<file path="src/rtl/modn_arb_pkg.sv">
// Shared types and constants for the mod-N counter arbiter.
package modn_arb_pkg;

    typedef enum logic [1:0] {
        IDLE,
        RUN,
        DONE
    } arb_state_e;

    localparam logic OP_STEP = 1'b0;
    localparam logic OP_LOAD = 1'b1;

endpackage

</file>
<file path="src/rtl/modn_updown_counter.sv">
// Loadable mod-MOD up/down counter; load has priority over enable.
module modn_updown_counter
    import modn_arb_pkg::*;
#(
    parameter int MOD = 12,
    localparam int CW = $clog2(MOD)
) (
    input  logic          clk,
    input  logic          rst_n,
    input  logic          load,
    input  logic [CW-1:0] load_val,
    input  logic          enable,
    input  logic          up,
    output logic [CW-1:0] count
);

    localparam logic [CW-1:0] MAX_VAL = CW'(MOD - 1);

    // Count register: load (reduced mod MOD) or step with wrap in either direction.
    always_ff @(posedge clk or negedge rst_n) begin
        if (!rst_n) begin
            count <= '0;
        end else if (load) begin
            count <= CW'(32'(load_val) % 32'(MOD));
        end else if (enable) begin
            if (up) begin
                count <= (count == MAX_VAL) ? '0 : count + 1'b1;
            end else begin
                count <= (count == '0) ? MAX_VAL : count - 1'b1;
            end
        end
    end

endmodule

</file>
<file path="src/rtl/modn_counter_arbiter.sv">
// Round-robin arbiter that runs one requester's LOAD/STEP command at a time
// on a shared mod-MOD up/down counter.
module modn_counter_arbiter
    import modn_arb_pkg::*;
#(
    parameter int NUM_REQ = 4,
    parameter int MOD     = 12,
    localparam int CW     = $clog2(MOD)
) (
    input  logic                  clk,
    input  logic                  rst_n,
    input  logic [NUM_REQ-1:0]    req,
    input  logic [NUM_REQ-1:0]    op,
    input  logic [NUM_REQ-1:0]    dir,
    input  logic [NUM_REQ*CW-1:0] arg,
    output logic [NUM_REQ-1:0]    gnt,
    output logic [NUM_REQ-1:0]    done,
    output logic                  busy,
    output logic [CW-1:0]         count
);

    localparam int          IW   = (NUM_REQ > 1) ? $clog2(NUM_REQ) : 1;
    localparam int unsigned NR   = NUM_REQ;
    localparam logic [IW-1:0] LAST = IW'(NUM_REQ - 1);

    arb_state_e    state, next_state;
    logic [IW-1:0] rr_ptr;
    logic [IW-1:0] win_idx;
    logic          cmd_op;
    logic          cmd_dir;
    logic [CW-1:0] cmd_arg;
    logic [CW-1:0] rem;

    logic          pick_valid;
    logic [IW-1:0] pick_idx;
    int unsigned   cand;

    logic          ctr_load;
    logic          ctr_en;

    // Round-robin pick: first set request at or after rr_ptr, wrapping upward.
    always_comb begin
        pick_valid = 1'b0;
        pick_idx   = '0;
        cand       = 0;
        for (int unsigned i = 0; i < NR; i++) begin
            cand = (32'(rr_ptr) + i) % NR;
            if (!pick_valid && req[IW'(cand)]) begin
                pick_valid = 1'b1;
                pick_idx   = IW'(cand);
            end
        end
    end

    // FSM state register.
    always_ff @(posedge clk or negedge rst_n) begin
        if (!rst_n) begin
            state <= IDLE;
        end else begin
            state <= next_state;
        end
    end

    // Next-state and counter control; STEP with rem==0 issues no enable.
    always_comb begin
        next_state = state;
        ctr_load   = 1'b0;
        ctr_en     = 1'b0;
        done       = '0;
        unique case (state)
            IDLE: begin
                if (pick_valid) begin
                    next_state = RUN;
                end
            end
            RUN: begin
                if (cmd_op == OP_LOAD) begin
                    ctr_load   = 1'b1;
                    next_state = DONE;
                end else begin
                    ctr_en = (rem != '0);
                    if (rem <= CW'(1)) begin
                        next_state = DONE;
                    end
                end
            end
            DONE: begin
                done       = gnt;
                next_state = IDLE;
            end
            default: next_state = IDLE;
        endcase
    end

    // Command latch, remaining-step counter, grant and round-robin pointer.
    always_ff @(posedge clk or negedge rst_n) begin
        if (!rst_n) begin
            rr_ptr  <= '0;
            win_idx <= '0;
            cmd_op  <= OP_STEP;
            cmd_dir <= 1'b0;
            cmd_arg <= '0;
            rem     <= '0;
            gnt     <= '0;
        end else begin
            unique case (state)
                IDLE: begin
                    if (pick_valid) begin
                        win_idx <= pick_idx;
                        cmd_op  <= op[pick_idx];
                        cmd_dir <= dir[pick_idx];
                        cmd_arg <= arg[pick_idx*CW +: CW];
                        rem     <= arg[pick_idx*CW +: CW];
                        gnt     <= {{(NUM_REQ-1){1'b0}}, 1'b1} << pick_idx;
                    end
                end
                RUN: begin
                    if (cmd_op == OP_STEP && rem > CW'(1)) begin
                        rem <= rem - 1'b1;
                    end
                end
                DONE: begin
                    gnt    <= '0;
                    rr_ptr <= (win_idx == LAST) ? '0 : win_idx + 1'b1;
                end
                default: ;
            endcase
        end
    end

    assign busy = (state != IDLE);

    modn_updown_counter #(
        .MOD(MOD)
    ) u_counter (
        .clk      (clk),
        .rst_n    (rst_n),
        .load     (ctr_load),
        .load_val (cmd_arg),
        .enable   (ctr_en),
        .up       (cmd_dir),
        .count    (count)
    );

endmodule

</file>
<file path="config.mk">
export PLATFORM = sky130hd
export DESIGN_NAME = modn_counter_arbiter
export DESIGN_NICKNAME = d
export VERILOG_FILES = /design/src/rtl/modn_arb_pkg.sv /design/src/rtl/modn_updown_counter.sv /design/src/rtl/modn_counter_arbiter.sv
export SDC_FILE = /design/constraint.sdc
export NUM_CORES = 1
export LEC_CHECK = 0
export ABC_AREA = 0
export CAP_MARGIN = 20
export CORE_MARGIN = 2
export CORE_UTILIZATION = 44
export DETAILED_ROUTE_END_ITERATION = 10
export GPL_TIMING_DRIVEN = 0
export PLACE_DENSITY = 0.81
export SETUP_SLACK_MARGIN = 0.3
export SYNTH_ARGS = -nofsm -noshare
export SYNTH_HDL_FRONTEND = slang
export SYNTH_HIERARCHICAL = 1
export SYNTH_SLANG_ARGS = --single-unit
</file>
<file path="constraint.sdc">
create_clock -name clk -period 2.2 [get_ports clk]
set_input_delay 0.44 -clock clk [delete_from_list [all_inputs] [get_ports clk]]
set_output_delay 0.44 -clock clk [all_outputs]
set_load 0.01 [all_outputs]
</file>
==> flow_summary.ini, run 1 <==
[outcome]
status = finished clean

[clock_tree]
cts_tree = built
clockBufferDepth = 2
clock_sinks = 24
numCtsBuffers = 3
cts_max_level = 1
cts.clk_slew.worst_paths_ps = 90
clock-root-buffer = clkbuf_8
clk_latency_ps = 270

[power_and_ir_drop]
p_sw_mw = 1.31
p_seq_share_pct = 28.2
power.density_nw_per_um2 = 1290
pwr-share-clk_pct = 9.5
power.share.switching_pct = 40.7
max-vdd-ir-drop_mv = 0.741
p_int_mw = 1.90
pwr-share-comb_pct = 62.3
total_power_mw = 3.21
p_leak_nw = 1.15

[grt]
grt_pass1_vias = 1494
track_usage_pct = 20.1
grt_max_degree = 25
antenna_found_initial = 0
grt_pass1_wl_um = 6670
grt-ovfl-total = 0

[finish]
design_area_um2 = 2480
final_cell_mix = clkdlybuf4s50_1, dfrtp_1, buf_4
final_cell_count_no_fill = 291
syn_to_final_growth_pct = 52.0
n_fill_cell = 275
nets = 280
final_common_cell = clkdlybuf4s50_1
drive_gt1_share_pct = 26.3
antenna_cells = 0
post-route-util_pct = 68.9

[worst_setup_path]
required_ps = 2360
rr_worst_depth = 7
endpoint = rem[3]
crit_fanout = 3
cp-end-kind = flop
cp.arrival_ps = 2330
crit_path_max_incr_delay_ps = 420
cp-start-kind = flop
startpoint = rem[0]
cp_cell_sequence = inv_2 > ha_4 > or2_4 > a21o_1 > or4_4 > mux2_4 > a221o_1
worst_path_dominant_cell_family = simple AND/OR/NAND/NOR gates
cp.depth = 7
cp_num_buf_inv = 1
slowest_stage = or4_4
path_class = reg2reg
reg2reg_from = rem[0]
r2r_end = rem[3]
reg2reg_slack_ps = 30

[place]
placed_cells = 267
place_hpwl_um = 2780
place_area_um2 = 2120
pre_cts_slack_ps = -517
io_buffers = 42
routabilityCongestion = 0.849

[synthesis]
ys.warnings.count = 6
seq_area_frac_synth_pct = 36.7
synth_area_um2 = 1640
ys_ff_latch = 24
ys_types = 45
synth.top_cells.by_area = dfrtp_1, mux2i_1, o21ai_0
synth_nets = 213
syn_area_per_cell_um2 = 9.24
ys.flop_type = dfrtp_1
synth_edf_count = 0
synthArstFlopShare_pct = 100
synth_top_area_cell = dfrtp_1
synth_top_area_share_pct = 36.7
postSynthCellCount = 177

[routing]
wl_per_cell_um = 14.2
met3_length_um = 172
wl_met1_um = 1820
first_pass_iters = 5
met2_wirelength_um = 2100
finalWirelength_um = 4130
avgViaCountPerCell = 5.40
drtIter0Drc = 45
drc = 0
via_count = 1571
antenna_left = 0
dr.max_layer_used = met4

[timing]
post-route-period-util_pct = 98.8
final.min_clock_period_ps = 2170
tightestPinTransition_ps = 549
skew_ps = 2.83
final-setup-viol-count = 0
max_freq_ghz = 0.460
slew_violations = 0
fin_ws_ps = 27.1
rsz0062_at_grt = yes
relSlewSlack_pct = 63.1
holdWs_ps = 493
tns_ps = 0
report.final.hold_viol_count = 0

[floorplanning]
initial_core_util_pct = 45.4
core_um2 = 3610
fp.dieArea_um2 = 4220
rows = 22
ios = 43
die_width_um = 65.0
die_y_um = 65.0

[worst_hold_path]
hold_class = reg2reg

[job]
max_cap_violations = 0
worst min-delay path: cells and delay by family (launching register included):
family          cells  cell delay (ps)
flops               1              350
simple gates        1               70
compound gates      1               50
flip-flops by register name, summed over array words and instances, names as in the netlist:
name,flops
cmd_arg,4
gnt,4
rem,4
u_counter/count,4
rr_ptr,2
state,2
win_idx,2
cmd_dir,1
cmd_op,1
how the worst min path moves through the flow:
| stage | from | to | slack (ps) | cells past startpoint |
|---|---|---|---|---|
| finish | cmd_arg[1] | cmd_arg[1] | 490 | 2 |
| global placement | cmd_arg[0] | cmd_arg[0] | 460 | 2 |
| floorplan | rst_n | cmd_arg[0] | 140 | 0 |
| detailed placement | cmd_arg[1] | cmd_arg[1] | 470 | 2 |
| CTS | cmd_arg[1] | cmd_arg[1] | 500 | 2 |
| global route | cmd_arg[0] | cmd_arg[0] | 520 | 2 |
cell type report:
class	instances	area (um^2)	share of cell area, %
tap	48	60.1	2.42
buffer	6	61.3	2.47
sequential	24	602	24.2
multi-input combinational	135	1070	43.2
timing repair buffer	62	589	23.7
inverter	12	45.0	1.81
clock buffer	4	55.1	2.22
cell usage after synthesis, types with 3 or more instances:
master,instances
nor2_1,12
nand2b_1,4
ha_1,6
dfrtp_1,24
buf_6,3
a21o_2,3
nand2_1,17
a22oi_1,3
inv_1,12
mux2_2,5
and2_1,4
o21ai_0,19
o22ai_1,3
a21oi_1,8
a221o_1,3
mux2i_1,14
cell families after synthesis:
family / Yosys count / share of synthesized area [%]
AO/OA/AOI/OAI: 53 / 21.2
flip-flops: 24 / 36.7
buffers and inverters: 18 / 6.50
XOR/XNOR: 2 / 1.07
adder cells (fa/ha/maj): 6 / 4.59
multiplexers: 19 / 12.0
AND/OR/NAND/NOR: 55 / 17.9
power by group through the flow:
stage	clock, mW	sequential, mW	combinational, mW
after detailed placement	0	0.905	1.54
after floorplan	0	0.878	1.07
final	0.304	0.905	2.00
after global placement	0	0.892	1.50
after global routing	0.328	0.946	2.20
after CTS	0.306	0.893	1.74
routing by layer:
metal / track usage (%) / vias up
met4: 6.65 / 0
li1: - / 774
met2: 35.3 / 37
met5: 0 / -
met1: 24.9 / 756
met3: 3.30 / 4
repair_timing:
| action | CTS | global route |
|---|---|---|
| resized for setup | 30 | 20 |
| pin swaps | 3 | 7 |
| hold buffers | 0 | 0 |
| endpoints found under the setup margin | 21 | 18 |
| gates cloned | 0 | 1 |
| buffers inserted | 8 | 10 |
No activity file was read; power rests on OpenSTA's default activity.
==> inputs of run 2 (changes only) <==
==> constraint.sdc (replaced) <==
create_clock -name clk -period 2.2 [get_ports clk]
set_input_delay 0.44 -clock clk [delete_from_list [all_inputs] [get_ports clk]]
set_output_delay 0.44 -clock clk [all_outputs]
set_load 0.1 [all_outputs]
==> flow_summary.ini, run 2 (synthesized netlist as in run 1, its figures left out) <==
[timing]
final-setup-viol-count = 0
tightestPinTransition_ps = 554
rsz0062_at_grt = yes
tns_ps = 0
post-route-period-util_pct = 97.5
skew_ps = 12.0
slew_violations = 0
final.min_clock_period_ps = 2150
report.final.hold_viol_count = 0
max_freq_ghz = 0.466
holdWs_ps = 387
relSlewSlack_pct = 63.3

[floorplanning]
core_um2 = 3610
rows = 22
die_y_um = 65.0
die_width_um = 65.0
initial_core_util_pct = 45.4
ios = 43
fp.dieArea_um2 = 4220

[worst_setup_path]
cp_cell_sequence = inv_2 > ha_4 > or2_1 > a21o_1 > or4_4 > mux2_4 > a221o_1
crit_fanout = 3
required_ps = 2360
path_class = reg2reg
cp-start-kind = flop
cp-end-kind = flop
slowest_stage = or4_4
cp.arrival_ps = 2310
rr_worst_depth = 7
crit_path_max_incr_delay_ps = 420

[power_and_ir_drop]
pwr-share-clk_pct = 7.5
power.share.switching_pct = 51.0
max-vdd-ir-drop_mv = 1.14
p_leak_nw = 1.07
p_int_mw = 1.79
total_power_mw = 3.64
pwr-share-comb_pct = 67.2
p_seq_share_pct = 25.3
p_sw_mw = 1.86
power.density_nw_per_um2 = 1500

[place]
routabilityCongestion = 0.799
io_buffers = 42
place_hpwl_um = 2760
placed_cells = 267

[clock_tree]
clock_sinks = 24
cts.clk_slew.worst_paths_ps = 90
cts_max_level = 1
clock-root-buffer = clkbuf_8
cts_tree = built
clk_latency_ps = 270
clockBufferDepth = 2
numCtsBuffers = 3
holdBufCountCts = 0

[routing]
via_count = 1561
drtIter0Drc = 63
drc = 0
finalWirelength_um = 4250
first_pass_iters = 4
wl_per_cell_um = 15.0
avgViaCountPerCell = 5.50
antenna_left = 0

[finish]
nets = 273
final_cell_mix = clkdlybuf4s50_1, dfrtp_1, nand2_1
final_cell_count_no_fill = 284
syn_to_final_growth_pct = 48.4
final_common_cell = clkdlybuf4s50_1
drive_gt1_share_pct = 33.1
antenna_cells = 0

[grt]
antenna_found_initial = 0
track_usage_pct = 20.0
grt_pass1_vias = 1474
grt_max_degree = 25
grt-ovfl-total = 0
grt_pass1_wl_um = 6580

[worst_hold_path]
hold_class = in2async

[job]
max_cap_violations = 0

[outcome]
status = finished clean
## run 2: changes by cell type in the layout (fill, tap and decap cells not counted), moves of 2 or more
cell	before	now
dfrtp_2	1	6
mux2i_2	2	5
buf_6	3	5
buf_8	1	4
clkdlybuf4s50_1	33	25
dfrtp_1	23	18
mux2i_1	11	9
and2_1	4	0
and2_2	0	4
dlygate4sd2_1	5	2
buf_4	18	10
clkdlybuf4s15_2	2	10
## run 2: worst max-delay path, delay by kind of cell (launching register included)
kind            cells  cell delay [ps]
buf+inv             1               70
fa+ha+maj           1              150
flops               1              400
mux                 1              310
simple gates        2              640
compound gates      2              460
## run 2: per-layer routing
| layer | part of all wire, % | track usage (%) |
|---|---|---|
| met1 | 42 | 24.8 |
| met2 | 53 | 35.7 |
| met3 | 3.6 | 2.43 |
| met4 | 1.5 | 7.18 |
| met5 | 0 | 0 |
## run 2: path summary, 6_finish.rpt
check / startpoint / slack, ps / end
hold reg to reg: cmd_arg[1] / 510 / u_counter/count[1]
setup reg to reg: rem[0] / 50 / rem[3]
max in group asynchronous: rst_n / 1370 / u_counter/count[0]
hold / removal: rst_n / 390 / gnt[0]
min in group clk: cmd_arg[1] / 510 / u_counter/count[1]
setup / recovery: rem[0] / 50 / rem[3]
## run 2: cell type report
class | instances | area (um^2)
Fill cell | 290 | 1180
Multi-Input combinational cell | 135 | 1040
Sequential cell | 24 | 608
Timing Repair Buffer | 55 | 568
Buffer | 6 | 61.3
Tap cell | 48 | 60.1
Clock buffer | 4 | 45.0
Inverter | 12 | 45.0
## run 2: power by group through the flow
stage                     Combinational, mW  Sequential, mW  Clock [mW]
after global routing                   2.63           0.962       0.302
after CTS                              2.21           0.910       0.278
after detailed placement               2.11           0.913           0
after floorplan                        1.20            1.33           0
final                                  2.45           0.922       0.273
after global placement                 2.08           0.906           0
## run 2: what timing repair did
item / CTS / global route
setup endpoints to repair: 29 / 18
gates cloned: 0 / 1
gates resized for setup: 77 / 21
pin swaps: 2 / 8
hold endpoints to repair: 0 / 0
buffers inserted: 5 / 6
## run 2: through the flow
| stage | utilization, % | setup slack [ps] | instance area (um^2) |
|---|---|---|---|
| after global placement | 59.1 | -498 | 2130 |
| after global routing | 67.3 | 5.50 | 2430 |
| final | 67.3 | 54.3 | 2430 |
| after detailed placement | 59.1 | -522 | 2130 |
| after floorplan | - | 90.3 | 1650 |
| after CTS | 63.2 | 32.9 | 2280 |
